--- src/rtl/decryption_sched.sv ---
// rtl/decryption_sched.sv - routes ciphertext messages to one of three decryption engines
//
// Accepts a stream of characters, picks an engine from select_i on the first
// character of each message and forwards every character of that message to
// the chosen engine one cycle later. After the message ends (END_TOKEN or
// MAX_LEN characters) input is held off until the chosen engine has finished.
//
// Ports:
//   clk, rst            clock, asynchronous active-high reset
//   data_i, valid_i     incoming ciphertext character and its strobe
//   select_i            engine choice (0 Caesar, 1 Scytale, 2 ZigZag, 3 invalid)
//   eng_busy_i[2:0]     per-engine "still emitting plaintext" flags
//   dataN_o, validN_o   registered character and strobe towards engine N
//   mux_select_o        engine whose output the downstream mux should take
//   busy_o              input is currently not accepted
//   msg_len_o           characters accepted in the current/last message
//   err_o               one-cycle protocol error pulse
module decryption_sched #(
    parameter int unsigned        D_WIDTH   = 8,
    parameter logic [D_WIDTH-1:0] END_TOKEN = D_WIDTH'(8'hFA),
    parameter int unsigned        MAX_LEN   = 64
) (
    input  logic               clk,
    input  logic               rst,
    input  logic [D_WIDTH-1:0] data_i,
    input  logic               valid_i,
    input  logic [1:0]         select_i,
    input  logic [2:0]         eng_busy_i,
    output logic [D_WIDTH-1:0] data0_o,
    output logic [D_WIDTH-1:0] data1_o,
    output logic [D_WIDTH-1:0] data2_o,
    output logic               valid0_o,
    output logic               valid1_o,
    output logic               valid2_o,
    output logic [1:0]         mux_select_o,
    output logic               busy_o,
    output logic [7:0]         msg_len_o,
    output logic               err_o
);

    localparam logic [7:0] MAX_LEN_L = 8'(MAX_LEN);
    localparam logic [1:0] SEL_BAD   = 2'd3;

    typedef enum logic [1:0] {
        IDLE    = 2'd0,
        ROUTE   = 2'd1,
        DISCARD = 2'd2,
        DRAIN   = 2'd3
    } state_t;

    state_t             state_q, state_d;
    logic [1:0]         sel_q, sel_d;
    logic [1:0]         mux_sel_q, mux_sel_d;
    logic [7:0]         len_q, len_d;
    logic               err_q, err_d;
    logic [2:0]         valid_q, valid_d;
    logic [D_WIDTH-1:0] data0_q, data0_d;
    logic [D_WIDTH-1:0] data1_q, data1_d;
    logic [D_WIDTH-1:0] data2_q, data2_d;

    logic               is_token;
    logic [7:0]         len_inc;
    logic               len_full;
    logic [3:0]         eng_busy_ext;
    logic               sel_eng_busy;
    logic               fwd_en;
    logic [1:0]         fwd_eng;

    assign is_token = (data_i == END_TOKEN);

    // Saturating count of the character being accepted this cycle.
    assign len_inc  = (len_q >= MAX_LEN_L) ? MAX_LEN_L : len_q + 8'd1;
    assign len_full = (len_inc == MAX_LEN_L);

    // Only the engine owning the message can hold the drain; the padding bit
    // keeps the index in range should sel_q ever read 3.
    assign eng_busy_ext = {1'b0, eng_busy_i};
    assign sel_eng_busy = eng_busy_ext[sel_q];

    // ---------------------------------------------------------------- FSM
    always_ff @(posedge clk or posedge rst) begin
        if (rst) begin
            state_q <= IDLE;
        end else begin
            state_q <= state_d;
        end
    end

    always_comb begin
        state_d = state_q;
        case (state_q)
            IDLE: begin
                if (valid_i) begin
                    if (select_i == SEL_BAD) begin
                        // A one-character bad message needs no discarding.
                        state_d = is_token ? IDLE : DISCARD;
                    end else begin
                        state_d = is_token ? DRAIN : ROUTE;
                    end
                end
            end
            ROUTE: begin
                if (valid_i && (is_token || len_full)) begin
                    state_d = DRAIN;
                end
            end
            DISCARD: begin
                if (valid_i && (is_token || len_full)) begin
                    state_d = IDLE;
                end
            end
            DRAIN: begin
                // Decided while already in DRAIN, so DRAIN lasts at least one cycle.
                if (!sel_eng_busy) begin
                    state_d = IDLE;
                end
            end
            default: state_d = IDLE;
        endcase
    end

    always_comb begin
        busy_o = (state_q == DRAIN);
    end

    // ----------------------------------------------------------- datapath
    always_comb begin
        sel_d     = sel_q;
        mux_sel_d = mux_sel_q;
        len_d     = len_q;
        err_d     = 1'b0;
        fwd_en    = 1'b0;
        fwd_eng   = sel_q;
        case (state_q)
            IDLE: begin
                if (valid_i) begin
                    len_d = 8'd1;
                    if (select_i == SEL_BAD) begin
                        err_d = 1'b1;
                    end else begin
                        sel_d     = select_i;
                        mux_sel_d = select_i;
                        fwd_en    = 1'b1;
                        fwd_eng   = select_i;
                    end
                end
            end
            ROUTE: begin
                if (valid_i) begin
                    len_d  = len_inc;
                    fwd_en = 1'b1;
                    // Message cut short by the length limit rather than the token.
                    if (!is_token && len_full) begin
                        err_d = 1'b1;
                    end
                end
            end
            DISCARD: begin
                if (valid_i) begin
                    len_d = len_inc;
                end
            end
            default: ;
        endcase
    end

    // Non-selected engines keep their last character on the data lines.
    always_comb begin
        valid_d = 3'b000;
        data0_d = data0_q;
        data1_d = data1_q;
        data2_d = data2_q;
        if (fwd_en) begin
            case (fwd_eng)
                2'd0: begin
                    valid_d[0] = 1'b1;
                    data0_d    = data_i;
                end
                2'd1: begin
                    valid_d[1] = 1'b1;
                    data1_d    = data_i;
                end
                2'd2: begin
                    valid_d[2] = 1'b1;
                    data2_d    = data_i;
                end
                default: ;
            endcase
        end
    end

    always_ff @(posedge clk or posedge rst) begin
        if (rst) begin
            sel_q     <= 2'd0;
            mux_sel_q <= 2'd0;
            len_q     <= 8'd0;
            err_q     <= 1'b0;
            valid_q   <= 3'b000;
            data0_q   <= '0;
            data1_q   <= '0;
            data2_q   <= '0;
        end else begin
            sel_q     <= sel_d;
            mux_sel_q <= mux_sel_d;
            len_q     <= len_d;
            err_q     <= err_d;
            valid_q   <= valid_d;
            data0_q   <= data0_d;
            data1_q   <= data1_d;
            data2_q   <= data2_d;
        end
    end

    assign data0_o      = data0_q;
    assign data1_o      = data1_q;
    assign data2_o      = data2_q;
    assign valid0_o     = valid_q[0];
    assign valid1_o     = valid_q[1];
    assign valid2_o     = valid_q[2];
    assign mux_select_o = mux_sel_q;
    assign msg_len_o    = len_q;
    assign err_o        = err_q;

endmodule

--- config.mk ---
export PLATFORM = sky130hd
export DESIGN_NAME = decryption_sched
export DESIGN_NICKNAME = d
export VERILOG_FILES = /design/src/rtl/decryption_sched.sv
export SDC_FILE = /design/constraint.sdc
export NUM_CORES = 1
export LEC_CHECK = 0
export CAP_MARGIN = 20
export CELL_PAD_IN_SITES_DETAIL_PLACEMENT = 1
export CELL_PAD_IN_SITES_GLOBAL_PLACEMENT = 1
export CORE_MARGIN = 1.5
export CORE_UTILIZATION = 37
export DETAILED_ROUTE_END_ITERATION = 6
export GPL_ROUTABILITY_DRIVEN = 0
export PLACE_DENSITY = 0.79
export REMOVE_ABC_BUFFERS = 1
export SLEW_MARGIN = 40
export SYNTH_ARGS = -nofsm -noshare
export SYNTH_HDL_FRONTEND = slang
export SYNTH_SLANG_ARGS = --single-unit
--- constraint.sdc ---
create_clock -name clk -period 2.2 [get_ports clk]
set_input_delay 0.66 -clock clk [delete_from_list [all_inputs] [get_ports clk]]
set_output_delay 0.66 -clock clk [all_outputs]
set_load 0.01 [all_outputs]
==> results summary, run 1 <==
The flow ran to the end, and the final reports show no timing, DRC or antenna violations. The worst hold path begins at data0_o[2]. The number of global-route vias before repair came to 1602. The global routing usage summed across all routing layers is 0.1911. The largest buffer count on any clock path came out at 2. For this design, the CTS-stage hold fixing added 0 buffers. The filler cells instantiated in the layout total 555. The static leakage power came out at 1.237 nW.

In this run the register-to-register setup slack is 0.22 ns. The power per standard cell area came out at 1300 nW/um^2. The cell count after synthesis is 160.

In the layout the commonest cells are 54 x sky130_fd_sc_hd__clkdlybuf4s50_1, 42 x sky130_fd_sc_hd__dfrtp_1, 21 x sky130_fd_sc_hd__mux2_2. For the finished layout, the period the worst path requires is 2.077 ns. The worst hold slack after final layout is 0.5014 ns.

The required time at the worst-slack endpoint is 1.54 ns. The H-tree was split into 2 levels. The number of different library cells in the post-synthesis netlist is 35. The die covers 5629 sq um.

The final hold violation count came out at 0. The data arrival time of the critical path is 1.42 ns. The total overflow left after global routing is 0. The number of DRC violations after detailed-routing iteration 0 is 63. The initial antenna violation count is 0.

The layout overhead on the synthesized area is 44.92%. The total DRC errors in the routed layout came out at 0. The number of synthesized flops with an enable pin is 0. The yosys synthesis warning count is 0. After clock tree synthesis, the clock-pin slew on the worst setup and hold paths is 0.08 ns. The portion of the post-synthesis area used by sequential elements came out at 0.5476. The most common flop cell mapped by yosys is sky130_fd_sc_hd__dfrtp_1.

The tightest slew margin relative to the limit is 0.7439. Counting instances, the worst hold path has a depth of 1. The number of sinks driven by the clock tree came out at 42. The wire length of the first global-routing pass is 7.886 mm. The count of instances resized after the clock tree is built came out at 0.

The capture endpoint of the worst hold path is data0_o[2]. The summed instance area of the synthesized netlist came out at 1919 sq um. The maximum ir drop on the vdd rail came out at 0.6759 mV. The period utilization is 0.9440.

The detailed-route wire length is 4.804 mm. The horizontal extent of the die came out at 75.03 um. The met1 track demand over resource in global routing came out at 0.2470. At the pin with the least slew margin, the transition time is 0.3829 ns. The maximum clock frequency is 481.5 MHz. The clock tree from TritonCTS is yes. Walking the worst path, the cells encountered are ha_1 -> clkdlybuf4s50_1. The reported max-cap violation count is 0. Once detailed placement completed, the half-perimeter wirelength came to 3.639 mm. The placeable core region is 5042 sq um. The category of the worst setup path launch point is a register. The global routing usage on met2 is 0.3038.

The post-route antenna net violation count came out at 0. Summed over all failing endpoints, the final setup total negative slack is 0 ns. The launch point of the worst path is state_q[1]. The origin of the critical flop-to-flop path is state_q[1]. The global routing stage identified its most utilized layer as met2. The worst-skew pair later-pin latency came out at 0.30 ns. The number of buffers created by CTS is 5.

The maximum fanout count along the critical path is 3. The number of buffers inserted by post-CTS setup repair is 0. For this run, the detailed router's first-pass iteration total came to 6.

The count of placed standard cells in the final layout, fillers left out came out at 307. The average footprint of a synthesized cell came out at 12.00 sq um. The antenna cell count is 0. On the final layout, the worst clock skew is 0.005959 ns. In the final layout, the share of cells above drive strength 1 is 0.2110.

The detailed router placed 1512 vias in this run. The async set or reset register ratio after synthesis came out at 1.000. Buffers placed on the I/O ports in this run total 54. After synthesis the netlist holds a flip-flop and latch count of 42. On the worst path, the slowest cell contributes a delay of 0.54 ns. After detailed routing, the average wire length per cell comes to 15.65 um. The number of max-slew violations in the final report was 0.

For the worst flop-to-flop path, the logic depth is 6. For this configuration, the core starts out at a cell density of 0.3806. On the critical path, the stage with the largest delay is an instance of sky130_fd_sc_hd__clkdlybuf4s50_1. The die outline height is 75.03 um. The critical path is of the register to primary output type. In the routed layout, each cell is associated on average with a via count of 4.925. The overall power of the completed layout came out at 3.616 mW. The worst register-to-register path ends at data0_o[6].

The largest net degree at the start of global routing is 43. The tree is rooted in a sky130_fd_sc_hd__clkbuf_8. The critical path capture point type is a primary output. Setup repair after global routing left no endpoint under its margin.

The count of final setup violators is 0. The number of placed cells counting well taps is 299. The met3 routing resource usage after global routing came out at 0.06827. The path class of the tightest hold or removal check is register to register.

For this run, the post-layout net count is 258. The initialized floorplan defines 26 standard-cell rows. Leaving out fill and tap cells, the most frequent cell in the layout is sky130_fd_sc_hd__clkdlybuf4s50_1. The number of I/O pins is 55.
report_power, final:
group          internal (mW)  leakage (nW)  total, mW  switching [mW]
Sequential              1.10         0.520       1.32           0.224
Combinational           1.02         0.668       1.79           0.766
Clock                  0.224        0.0483      0.509           0.286
Total                   2.34          1.24       3.62            1.28
metal layers:
| layer | part of all wire | wire [um] |
|---|---|---|
| met1 | 0.45 | 2162 |
| met2 | 0.47 | 2253 |
| met3 | 0.072 | 344 |
| met4 | 0.0092 | 44 |
| met5 | 0 | 0 |
synthesized netlist by cell type, types with 2 or more instances:
library cell	instances	area [sq um]
sky130_fd_sc_hd__dfrtp_1	42	1051
sky130_fd_sc_hd__mux2_2	21	236.5
sky130_fd_sc_hd__nor2_1	19	71.32
sky130_fd_sc_hd__nand2_1	9	33.78
sky130_fd_sc_hd__o21ai_0	8	40.04
sky130_fd_sc_hd__inv_1	7	26.28
sky130_fd_sc_hd__ha_1	6	75.07
sky130_fd_sc_hd__nand3_1	5	25.02
sky130_fd_sc_hd__a21oi_1	4	20.02
sky130_fd_sc_hd__mux2_1	3	33.78
sky130_fd_sc_hd__mux2i_1	3	30.03
sky130_fd_sc_hd__nand3b_1	3	22.52
sky130_fd_sc_hd__nor2b_1	3	18.77
sky130_fd_sc_hd__a22o_1	2	17.52
sky130_fd_sc_hd__and3_1	2	12.51
sky130_fd_sc_hd__and4b_1	2	20.02
sky130_fd_sc_hd__nand2b_1	2	12.51
sky130_fd_sc_hd__o21bai_1	2	15.01
worst max-delay path by stage:
stage                       endpoint  slack (ns)
after global routing          busy_o        0.05
final                         busy_o        0.12
after floorplan           state_q[0]        0.42
after global placement    data0_o[5]       -0.08
after detailed placement  data0_o[6]       -0.12
after CTS                     busy_o         0.1
state kept, by name (all words and copies together), names as in the netlist:
register      cells
data0_o           8
data1_o           8
data2_o           8
err_o             1
msg_len_o         8
mux_select_o      2
sel_q             2
state_q           2
valid_q           3
critical path: cells and delay by family (launching register included):
family | cells | cell delay, ns
buffers and inverters | 1 | 0.54
flip-flops | 1 | 0.38
adder cells (fa/ha/maj) | 1 | 0.20
cell families (layout without fill, tap and decap cells):
kind of cell | count (synthesis) | count (layout) | synth area share
AND/OR/NAND/NOR | 51 | 51 | 0.1369
flip-flops | 42 | 42 | 0.5476
multiplexers | 27 | 27 | 0.1565
AO/OA/AOI/OAI | 24 | 24 | 0.09192
buffers and inverters | 9 | 86 | 0.02347
adder cells (fa/ha/maj) | 6 | 6 | 0.03911
XOR/XNOR | 1 | 1 | 0.004564
cell type report:
| class | count | area (sq um) | share of cell area |
|---|---|---|---|
| well taps | 70 | 87.58 | 0.03149 |
| multi-input cells | 109 | 823.3 | 0.2960 |
| flip-flops and latches | 42 | 1051 | 0.3779 |
| inverters | 7 | 26.28 | 0.009447 |
| repair buffers | 71 | 705.7 | 0.2537 |
| clock inverters | 3 | 18.77 | 0.006748 |
| clock buffers | 5 | 68.82 | 0.02474 |
per-stage QoR:
step           cell area (sq um)  worst slack, ns  utilization
3_3_place_gp                2694         -0.07684       0.5342
6_report                    2781           0.1233       0.5516
3_5_place_dp                2694          -0.1224       0.5342
2_1_floorplan               1901           0.4215            -
4_1_cts                     2781          0.09781       0.5516
5_1_grt                     2781          0.04923       0.5516
No activity file was read; power rests on OpenSTA's default activity.
==> inputs of run 2 (changes only) <==
Settings changed: CAP_MARGIN 20 to not set, CORE_UTILIZATION 37 to 39, PLACE_DENSITY 0.79 to 0.82.
Clock period 2.2 ns to 2.63 ns, I/O delays scaled along.
==> run 2 against run 1 <==
Clock power down 18%. Total power shrank 17%. Largest power group unchanged. Design area shrank 4.6%. Critical path type unchanged. Clock skew grew 0.0016 ns. Sequential share of layout area rose by 1.8 points. Sequential power is 16% lower. Non-clock buffer count down 12. Global-route usage up 1.5 points. Count of clock-buffer cells in the layout unchanged. Via count shrank 1.5%. Register-to-register slack gained 0.33 ns.
==> results summary, run 2 (same netlist as run 1, synthesis figures left out) <==
The antenna cell count came out at 0. In the layout the commonest cells are 54 x sky130_fd_sc_hd__clkdlybuf4s50_1, 42 x sky130_fd_sc_hd__dfrtp_1, 21 x sky130_fd_sc_hd__mux2_2. The residual overflow from global routing came out at 0.

The placeable core region is 4723 sq um. The final period demand of the worst path came out at 2.243 ns. The tool flagged a number of max-cap violations equal to 0. The number of input and output port buffers inserted came out at 54. For this design the total switching power over the nets is 1.096 mW.

In the routed design, unresolved DRC markers number 0. For this run, the post-layout net count is 246. Of the cells placed in the final design, the portion with a size suffix greater than 1 is 0.1689. The die is 73.15 um wide. The worst clock skew came out at 0.007539 ns. Summing all multi-input logic gate instances after layout gives 823.3 sq um. The sequential share of power is 0.370. Detailed placement finished with a half-perimeter wire length of 3.855 mm.

The maximum clock frequency is 445.9 MHz. The count of placed standard cells in the final layout, fillers left out came out at 292. At the later pin of the worst-skew pair, clock insertion delay measures 0.29 ns. The power per standard cell area came out at 1136 nW/um^2. The power share of the combinational group is 0.492. The detailed router finished its first iteration with 72 violations. The overall die area came out at 5351 sq um. The largest buffer count on any clock path came out at 2. The post-cts hold buffer count came out at 0.

The mean routed wirelength per cell came out at 17.76 um. The detail-routed via count per cell came out at 5.103. Of the available clock period, the critical path in the final layout requires 0.8528. The worst setup slack after layout is 0.3872 ns.

The maximum fanout count along the critical path is 3. The final hold violation count came to 0. The run finished with clean final reports. Overall power consumption after layout is estimated at 3.013 mW. The number of global-route vias before repair came out at 1634. Once detail routing completed, the nets flagged for antenna violations numbered 0. The layout overhead on the synthesized area is 38.20%.

TritonCTS built the clock tree. The number of core rows is 25. Setup repair after global routing left no endpoint under its margin. Timing analysis after detailed placement gives a worst setup slack of 0.1615 ns. The tightest slew margin relative to the limit came out at 0.6446. The clock edge transition at the registers on the reported setup and hold paths came out at 0.09 ns. The critical path is of the register to primary output type. The layout has 502 filler cells. The core utilization of the finished layout is 0.5616. The tree is rooted in a sky130_fd_sc_hd__clkbuf_8. Of the total power, the share spent switching nets is 0.3638. The count of TritonRoute iterations in the first routing pass came out at 4. The maximum ir drop on the vdd rail came out at 0.5044 mV.

At the worst endpoint, the required time is 1.84 ns. The summed area of non-filler cells in the final layout came out at 2653 sq um. The via total after detailed routing is 1490.

The critical path capture point type is a primary output. Setup violations remaining at the end of the flow were counted as 0. The number of max-slew violations in the final report came out at 0. The internal power contribution is 1.917 mW. At the pin with the least slew margin, the transition time is 0.5331 ns. The detailed-route wire length is 5.186 mm. For this configuration, the core starts out at a cell density of 0.4064.

The worst min-delay path class is register to register. 55 I/O pins were placed. Across every metal layer, demand over resource in global routing totals 0.2061. The fraction of power consumed by the clock network is 0.138.

The sum of negative setup slack came out at 0 ns. Clock tree synthesis inserted a total of 5 buffers. Leaving out fill and tap cells, the most frequent cell in the layout is sky130_fd_sc_hd__clkdlybuf4s50_1. The cell area after placement is 2562 sq um. From bottom edge to top edge, the die measures 73.15 um. The number of sinks driven by the clock tree came out at 42. After detailed placement, the design holds a cell count of 284. The wire length of the first global-routing pass came out at 8.211 mm.

The initial antenna violation count came to 0. The worst setup path is launched from a register. Summing all flip-flop and latch instances after layout gives 1051 sq um. The number of buffers inserted by post-CTS setup repair came out at 0.

The analysis attributes to cell leakage a power of 1.158 nW. The largest net degree at the start of global routing came out at 43. The count of instances resized after the clock tree is built is 0. The data arrival time of the critical path is 1.45 ns. The worst hold slack after final layout is 0.5126 ns. The maximum level of the CTS H-tree is 2.
## run 2: final timing paths
check                               end  slack [ns]  cells past startpoint       start
setup / recovery                 busy_o        0.39                      2  state_q[1]
hold reg to reg              data1_o[1]        0.51                      1  data1_o[1]
setup reg to reg             data2_o[0]        0.55                      6  state_q[1]
hold / removal               data1_o[1]        0.51                      1  data1_o[1]
max in group asynchronous  msg_len_o[5]        1.32                      3         rst
min in group asynchronous    valid_q[0]        0.94                      3         rst
## run 2: power groups by stage
stage / Clock [mW] / Sequential [mW] / Combinational, mW
after floorplan: 0 / 1.20 / 0.635
after global placement: 0 / 1.09 / 1.39
after detailed placement: 0 / 1.12 / 1.47
after CTS: 0.434 / 1.12 / 1.50
after global routing: 0.460 / 1.15 / 1.60
final: 0.416 / 1.11 / 1.48
## run 2: area by class of cell
cell class              instances  area share
flip-flops and latches         42      0.3962
multi-input cells             109      0.3104
repair buffers                 59      0.2179
well taps                      67     0.03160
clock buffers                   5     0.02594
inverters                       7    0.009906
clock inverters                 3    0.008019
## run 2: worst max-delay path, cell delays in order (launching register included)
cell and delay (ns):
sky130_fd_sc_hd__dfrtp_1 0.39, sky130_fd_sc_hd__ha_1 0.22, sky130_fd_sc_hd__clkdlybuf4s50_1 0.55
## run 2: metal layers
metal | GRT usage | part of all wire
met1 | 0.2491 | 0.42
met2 | 0.3545 | 0.52
met3 | 0.06630 | 0.056
met4 | 0.05031 | 0.0056
met5 | 0 | 0
